### src/rtl/if_fetch_queue_pkg.sv
// Shared fetch-pipeline types: per-slot state of the fetch queue and the
// {instr, pc, pc_plus4} bundle handed from IF to the IF/ID register.
package if_fetch_queue_pkg;

    localparam int IF_XLEN = 32;

    typedef enum logic [1:0] {
        SLOT_EMPTY   = 2'd0,
        SLOT_PENDING = 2'd1,
        SLOT_READY   = 2'd2
    } slot_state_e;

    typedef struct packed {
        logic [IF_XLEN-1:0] instr;
        logic [IF_XLEN-1:0] pc;
        logic [IF_XLEN-1:0] pc_plus4;
    } fetch_entry_t;

endpackage

### src/rtl/if_fetch_queue.sv
// Fetch queue between the PC register and decode: issues in-order imem
// requests, buffers returned words and kills wrong-path fetches on flush.
module if_fetch_queue
    import if_fetch_queue_pkg::*;
#(
    parameter int DATA_WIDTH = IF_XLEN,
    parameter int DEPTH      = 4
) (
    input  logic                  clk,
    input  logic                  rst,
    input  logic                  flush,
    input  logic [DATA_WIDTH-1:0] pc_in,
    input  logic [DATA_WIDTH-1:0] pc_plus4_in,
    input  logic                  pc_valid,
    output logic                  pc_ready,
    output logic                  imem_req,
    output logic [DATA_WIDTH-1:0] imem_addr,
    input  logic                  imem_gnt,
    input  logic                  imem_rvalid,
    input  logic [DATA_WIDTH-1:0] imem_rdata,
    output logic                  instr_valid_d,
    input  logic                  instr_ready_d,
    output logic [DATA_WIDTH-1:0] instr_d,
    output logic [DATA_WIDTH-1:0] pc_d,
    output logic [DATA_WIDTH-1:0] pc_plus4_d
);

    localparam int PTR_W = $clog2(DEPTH);
    localparam int CNT_W = $clog2(DEPTH) + 1;

    slot_state_e                       state_q [DEPTH];
    logic [DEPTH-1:0][DATA_WIDTH-1:0]  pc_q;
    logic [DEPTH-1:0][DATA_WIDTH-1:0]  pc4_q;
    logic [DEPTH-1:0][DATA_WIDTH-1:0]  instr_q;

    logic [PTR_W-1:0] wr_ptr, fill_ptr, rd_ptr;
    logic [CNT_W-1:0] discard_q;

    logic [CNT_W-1:0] occ, n_pend;
    logic [CNT_W:0]   budget;
    logic             accept, rsp_drop, rsp_fill, pop, rsp_dec;
    logic [CNT_W-1:0] discard_flush;

    always_comb begin
        occ    = '0;
        n_pend = '0;
        for (int i = 0; i < DEPTH; i++) begin
            if (state_q[i] != SLOT_EMPTY)   occ    = occ + CNT_W'(1);
            if (state_q[i] == SLOT_PENDING) n_pend = n_pend + CNT_W'(1);
        end
    end

    // In-flight discards still occupy memory bandwidth, so they count
    // against the same budget as live slots.
    assign budget   = {1'b0, occ} + {1'b0, discard_q};
    assign imem_req = !rst && pc_valid && !flush && (budget < (CNT_W+1)'(DEPTH));
    assign imem_addr = pc_in;
    assign pc_ready  = imem_req && imem_gnt;
    assign accept    = pc_ready;

    assign rsp_drop = imem_rvalid && (discard_q != '0);
    assign rsp_fill = imem_rvalid && (discard_q == '0) && (state_q[fill_ptr] == SLOT_PENDING);

    assign instr_valid_d = (state_q[rd_ptr] == SLOT_READY);
    assign pop           = instr_valid_d && instr_ready_d;

    assign instr_d    = instr_valid_d ? instr_q[rd_ptr] : '0;
    assign pc_d       = instr_valid_d ? pc_q[rd_ptr]    : '0;
    assign pc_plus4_d = instr_valid_d ? pc4_q[rd_ptr]   : '0;

    // On flush every outstanding response becomes a discard, except one
    // arriving this very cycle, which is simply dropped.
    assign rsp_dec       = imem_rvalid && ((discard_q != '0) || (n_pend != '0));
    assign discard_flush = discard_q + n_pend - CNT_W'(rsp_dec);

    always_ff @(posedge clk or posedge rst) begin
        if (rst) begin
            for (int i = 0; i < DEPTH; i++) state_q[i] <= SLOT_EMPTY;
            wr_ptr    <= '0;
            fill_ptr  <= '0;
            rd_ptr    <= '0;
            discard_q <= '0;
        end else if (flush) begin
            for (int i = 0; i < DEPTH; i++) state_q[i] <= SLOT_EMPTY;
            wr_ptr    <= '0;
            fill_ptr  <= '0;
            rd_ptr    <= '0;
            discard_q <= discard_flush;
        end else begin
            if (accept) begin
                state_q[wr_ptr] <= SLOT_PENDING;
                wr_ptr          <= wr_ptr + PTR_W'(1);
            end
            if (rsp_drop) discard_q <= discard_q - CNT_W'(1);
            if (rsp_fill) begin
                state_q[fill_ptr] <= SLOT_READY;
                fill_ptr          <= fill_ptr + PTR_W'(1);
            end
            if (pop) begin
                state_q[rd_ptr] <= SLOT_EMPTY;
                rd_ptr          <= rd_ptr + PTR_W'(1);
            end
        end
    end

    // Payload needs no reset: it is only visible behind a READY slot.
    always_ff @(posedge clk) begin
        if (accept) begin
            pc_q[wr_ptr]  <= pc_in;
            pc4_q[wr_ptr] <= pc_plus4_in;
        end
        if (rsp_fill && !flush) instr_q[fill_ptr] <= imem_rdata;
    end

endmodule

### config.mk
export PLATFORM = sky130hd
export DESIGN_NAME = if_fetch_queue
export DESIGN_NICKNAME = d
export VERILOG_FILES = /design/src/rtl/if_fetch_queue_pkg.sv /design/src/rtl/if_fetch_queue.sv
export SDC_FILE = /design/constraint.sdc
export NUM_CORES = 1
export LEC_CHECK = 0
export CORE_ASPECT_RATIO = 0.9
export CORE_MARGIN = 2
export CORE_UTILIZATION = 55
export CTS_BUF_LIST = sky130_fd_sc_hd__clkbuf_8
export CTS_CLUSTER_SIZE = 10
export DETAILED_ROUTE_END_ITERATION = 8
export HOLD_SLACK_MARGIN = 0.02
export PLACE_DENSITY = 0.84
export SLEW_MARGIN = 5
export SYNTH_ARGS = -nofsm -noshare
export SYNTH_HDL_FRONTEND = slang
export SYNTH_SLANG_ARGS = --single-unit
### constraint.sdc
create_clock -name clk -period 7.8 [get_ports clk]
set_clock_uncertainty 0.05 [all_clocks]
set_input_delay 1.17 -clock clk [delete_from_list [all_inputs] [get_ports clk]]
set_output_delay 1.17 -clock clk [all_outputs]
set_load 0.005 [all_outputs]
* Word-level counts from Yosys, hierarchy flattened *
Cells that the tools add are included.

cells by class
  order comparisons = 12
  add/sub/neg operators = 13
  reductions and logical operators = 29
  equality and inequality tests = 6
  bitwise gates (word level) = 11
  multiplexer cells = 50

operators with widths
  operator                                                               number
  128-bit bitwise mux                                                    3
  32-bit 2-to-1 mux                                                      8
  32-bit binary-select mux with 2-bit select                             3
  32-bit demux with 2-bit select                                         2
  8-bit 2-to-1 mux                                                       6
  2-bit 2-to-1 mux                                                       13
  3-bit 2-to-1 mux                                                       8
  3-bit by 1-bit adder with 3-bit output, second input constant          6
  2-bit nonzero test                                                     8
  1-bit logical AND                                                      15
  2-bit demux with 2-bit select                                          3
  2-bit by 1-bit equality test with 1-bit output, second input constant  5
  3-bit >= comparator, second input constant                             3
  2-bit by 3-bit < comparator with 1-bit output, second input constant   3
  3-bit by 1-bit < comparator with 1-bit output, second input constant   3
  2-bit NOT with 3-bit output                                            3
  4-bit AND                                                              2
  8-bit AND                                                              1
  2-bit binary-select mux with 2-bit select                              2
  4-bit NOT                                                              2
  8-bit NOT                                                              1
  4-bit OR                                                               2
  2-bit by 1-bit adder with 2-bit output, second input constant          3
  3-bit nonzero test                                                     2
  other kinds (11)                                                       14

storage, ports and cells
  word-level logic and storage cells = 141
  bits in registers = 401
  output and inout port bits = 131
  bits of input ports = 103

* Depth between registers and ports, before layout *
  word-level depth = 20
  gate-level depth with buffers = 18
  mapped depth without buffers = 18

* Worst setup path before layout *
Ideal clock, no wire load.

  kind = input to register
  start point = input port imem_rvalid
  end point = register instr_q[100] (netlist name), enable pin
  slack = 3.056 ns
  data required time = 7.282 ns
  buffers on the path = 1
  stages on the path = 5
  data arrival time = 4.226 ns
  library setup time = 0.468 ns
  cell sequence = inv_1 -> nor2_1 -> clkbuf_1 -> nand2_1 -> nor3b_1

between the ends
  word-level cells in the longest chain between the ends = 3

ends and longest elaborated chain
  what                            line                   text
  start, declared                 if_fetch_queue.sv:19   input logic imem_rvalid,
  1-bit logical AND (2 in a row)  if_fetch_queue.sv:62   assign rsp_fill = imem_rvalid && (discard_q == '0) && (state_q[fill_ptr] == SLOT_PENDING);
  1-bit logical AND               if_fetch_queue.sv:112  if (rsp_fill && !flush) instr_q[fill_ptr] <= imem_rdata;
  end signal, assigned by index   if_fetch_queue.sv:112
  end, declared                   if_fetch_queue.sv:34   logic [DEPTH-1:0][DATA_WIDTH-1:0] instr_q;

No other way between the ends.
A chain may end at the register's enable or synchronous reset.

* Final worst setup path *
  start point = register state_q[5] (netlist name)
  end point = output port pc_ready

between the ends
  word-level cells in the longest chain between the ends = 10

ends and longest elaborated chain
  what                                               line                   text
  start, declared                                    if_fetch_queue.sv:31   slot_state_e state_q [DEPTH];
  start signal, assigned by index                    if_fetch_queue.sv:91   state_q[wr_ptr] <= SLOT_PENDING;
  start signal, assigned by index                    if_fetch_queue.sv:96   state_q[fill_ptr] <= SLOT_READY;
  start signal, assigned by index                    if_fetch_queue.sv:100  state_q[rd_ptr] <= SLOT_EMPTY;
  2-bit nonzero test (*)                             if_fetch_queue.sv:48   if (state_q[i] != SLOT_EMPTY) occ = occ + CNT_W'(1);
  3-bit 2-to-1 mux (*)                               if_fetch_queue.sv:48
  3-bit by 1-bit adder with 3-bit output             if_fetch_queue.sv:48
  3-bit 2-to-1 mux (*)                               if_fetch_queue.sv:48
  3-bit by 1-bit adder with 3-bit output             if_fetch_queue.sv:48
  3-bit 2-to-1 mux (*)                               if_fetch_queue.sv:48
  3-bit by 3-bit adder with 4-bit output (*)         if_fetch_queue.sv:55   assign budget = {1'b0, occ} + {1'b0, discard_q};
  4-bit by 3-bit < comparator with 1-bit output (*)  if_fetch_queue.sv:56   assign imem_req = !rst && pc_valid && !flush && (budget < (CNT_W+1)'(DEPTH));
  1-bit logical AND (*)                              if_fetch_queue.sv:56
  1-bit logical AND (*)                              if_fetch_queue.sv:58   assign pc_ready = imem_req && imem_gnt;
  end, declared                                      if_fetch_queue.sv:15   output logic pc_ready,

Every way passes the cells marked *; elsewhere a longest branch is shown, timed or not.

==> results.ini <==
[placed_design]
portBuffers = 233
place_congestion = 0.878
placed_cells = 1400
placed_area_mm2 = 0.0190
dp_hpwl_mm = 19.9

[global_routing]
busiest_layer = met2
grt_pass1_wl_mm = 49.8
use_met3_pct = 4.41
grt_max_degree = 65
first_global_vias = 8912
grt.total_usage_pct = 21.1
use_met1_pct = 29.2
antenna_found_initial = 1
grt_overflow = 0
grt_use_met2_pct = 34.0

[route]
drt_first_pass_iters = 5
vias = 8400
vias_per_cell = 5.55
drt-total-wl_mm = 32.5
detail-route-antenna-nets = 0
drt_iter0_drc = 696
drt-wirelength-per-cell_um = 21.5
route.detailed.drc = 0

[timing]
slew_violations = 0
fmax_mhz = 178
tns_ns = 0
worst_pin_slew_ns = 0.921
setup_viol = 0
rsz0062_at_grt = no
hold_violations = 0
min_period_over_period_pct = 72.1
max-slew-margin-rel_pct = 38.6
post-route-min-period_ns = 5.62

[power]
ir_drop_mv = 0.158
p_int_mw = 3.41
p_sw_share_pct = 21.0
p_sw_mw = 0.906
finalPower_mw = 4.32
power_density_mw_per_mm2 = 214
combPwrFrac_pct = 5.6
seq_power_share_pct = 55.5
p_leak_nw = 6.62
p_clk_share_pct = 39.0

[yosys]
syn_area_mm2 = 0.0164
synth_seq_cells = 401
syn_nets = 955
seq_area_frac_synth_pct = 72.8
synth_enable_flop_cells = 384
yosys_warnings = 0
synth.distinct_cells = 46
ys.flop_type = edfxtp_1
async_flop_share_pct = 4.24
post_synth_inst_count = 827
syn_area_per_cell_um2 = 19.8

[job]
cap_violations = 0

[cts]
clkLatencyLatePin_ns = 0.58
root_buffer = clkbuf_8
clock_sinks = 401
cts_tree = built
cts_resized = 0
cts_buffer_depth = 3
cts_setup_buffers = 0
holdBufCountCts = 0
clk_pin_slew_ns = 0.06
cts_made_buffers = 60
h-tree-depth = 2

[die]
die_area_mm2 = 0.0312
initial_utilization_pct = 56.3
core_area_mm2 = 0.0292
die_h_um = 168
io_pins = 234
dieWidth_um = 186
rows = 59

[layout]
nets = 1194
fin_cells = 1513
drive_gt1_share_pct = 19.4
final_util_pct = 69.1
areaGrowthSynthToFinish_pct = 22.8
finalInstanceArea_mm2 = 0.0202

[setup_path]
critPathMaxFanout = 6
startpoint_type = register
critical_path_class = reg -> out
crit_required_ns = 6.58
arrival_ns = 4.40
cp-end-kind = output port

[run_status]
status = finished, final reports clean

[min_path]
min_path_type = reg -> reg

kinds of logic after synthesis:
kind of cell    Yosys count  synth area share, %
compound gates           48                 2.13
mux                     104                 13.8
xor+xnor                  9                0.648
fa+ha+maj                25                 1.95
simple gates            140                 5.39
flops                   401                 72.8
buf+inv                 100                 3.22
worst max-delay path, stage by stage (launching register included):
cell and delay (ns):
dfrtp_1 0.41, nor2_1 0.07, ha_1 0.32, or3_1 0.42, and2_1 0.18, ha_1 0.27
mux2_2 0.27, ha_1 0.17, or4_4 0.52, or3_4 0.36, nor3_4 0.26, clkdlybuf4s50_1 0.56
power by group through the flow:
stage	clock network (mW)	registers, mW	logic, mW
CTS	1.72	2.39	0.243
finish	1.68	2.39	0.241
detailed placement	0	2.44	0.240
global route	1.81	2.40	0.267
floorplan	0	2.44	0.124
global placement	0	2.44	0.233
per-stage QoR:
step	setup WS [ns]	hold slack, ns
finish	2.18	0.464
global route	1.95	0.483
CTS	2.12	0.463
detailed placement	2.76	0.453
global placement	2.82	0.457
floorplan	3.06	0.423
layout by cell type (no fill, tap or decap), drive strengths merged, types with 2 or more instances in the layout:
master / instances
edfxtp: 384
clkdlybuf4s50: 233
mux4: 98
and2: 98
clkbuf: 62
inv: 51
ha: 24
clkinv: 23
dfrtp: 17
buf: 13
a31oi: 10
nand2b: 9
a21oi: 8
nor2: 8
o21ai: 7
mux2i: 5
o211ai: 5
bufinv: 5
a211oi: 5
nand2: 4
nor3b: 4
xor2: 4
a31o: 4
a221oi: 4
nand3: 3
xnor2: 3
nand3b: 3
nor3: 3
nor2b: 2
a21o: 2
xnor3: 2
clkinvlp: 2
or3: 2
worst paths after layout:
| kind | startpoint | end | slack [ns] | cells after the start |
|---|---|---|---|---|
| setup / recovery | state_q[5]$_DFF_PP0_ | pc_ready | 2.18 | 11 |
| hold / removal | discard_q[2]$_DFFE_PP0P_ | discard_q[2]$_DFFE_PP0P_ | 0.46 | 1 |
| setup reg to reg | state_q[5]$_DFF_PP0_ | pc_q[118]$_DFFE_PP_ | 3.05 | 12 |
| hold reg to reg | discard_q[2]$_DFFE_PP0P_ | discard_q[2]$_DFFE_PP0P_ | 0.46 | 1 |
| max in group asynchronous | rst | rd_ptr[0]$_DFFE_PP0P_ | 6.14 | 2 |
| min in group asynchronous | rst | rd_ptr[1]$_DFFE_PP0P_ | 1.00 | 2 |
sequential cells by signal (all words and copies together) (netlist names):
signal,count
wr_ptr,2
rd_ptr,2
discard_q,3
state_q,8
fill_ptr,2
pc4_q,128
pc_q,128
instr_q,128
synth_stat cells (8+ instances only):
library cell  count  share of area, %
nor2_1            8              0.18
mux4_2           98                13
a21oi_1           8              0.24
clkbuf_1         12              0.27
and2_1           97               3.7
a31oi_1          10              0.38
buf_4            33               1.5
inv_1            29              0.66
buf_2            23              0.70
edfxtp_1        384                70
nand2b_1          9              0.34
ha_1             24               1.8
dfrtp_1          17               2.6
cell type report:
| cell class | instances | area [um^2] |
|---|---|---|
| timing repair buffer | 246 | 2430 |
| fill | 1808 | 9000 |
| multi-input combinational | 326 | 3950 |
| sequential | 401 | 12000 |
| tap | 396 | 495 |
| clock inverter | 50 | 352 |
| clock buffer | 62 | 853 |
| inverter | 31 | 116 |
| antenna | 1 | 2.50 |
routing by layer:
layer	routed length (um)	part of all wire, %
met2	16000	49
met1	13300	41
met5	0	0
met3	2350	7.2
met4	803	2.5
(Power assumes the default switching activity.)
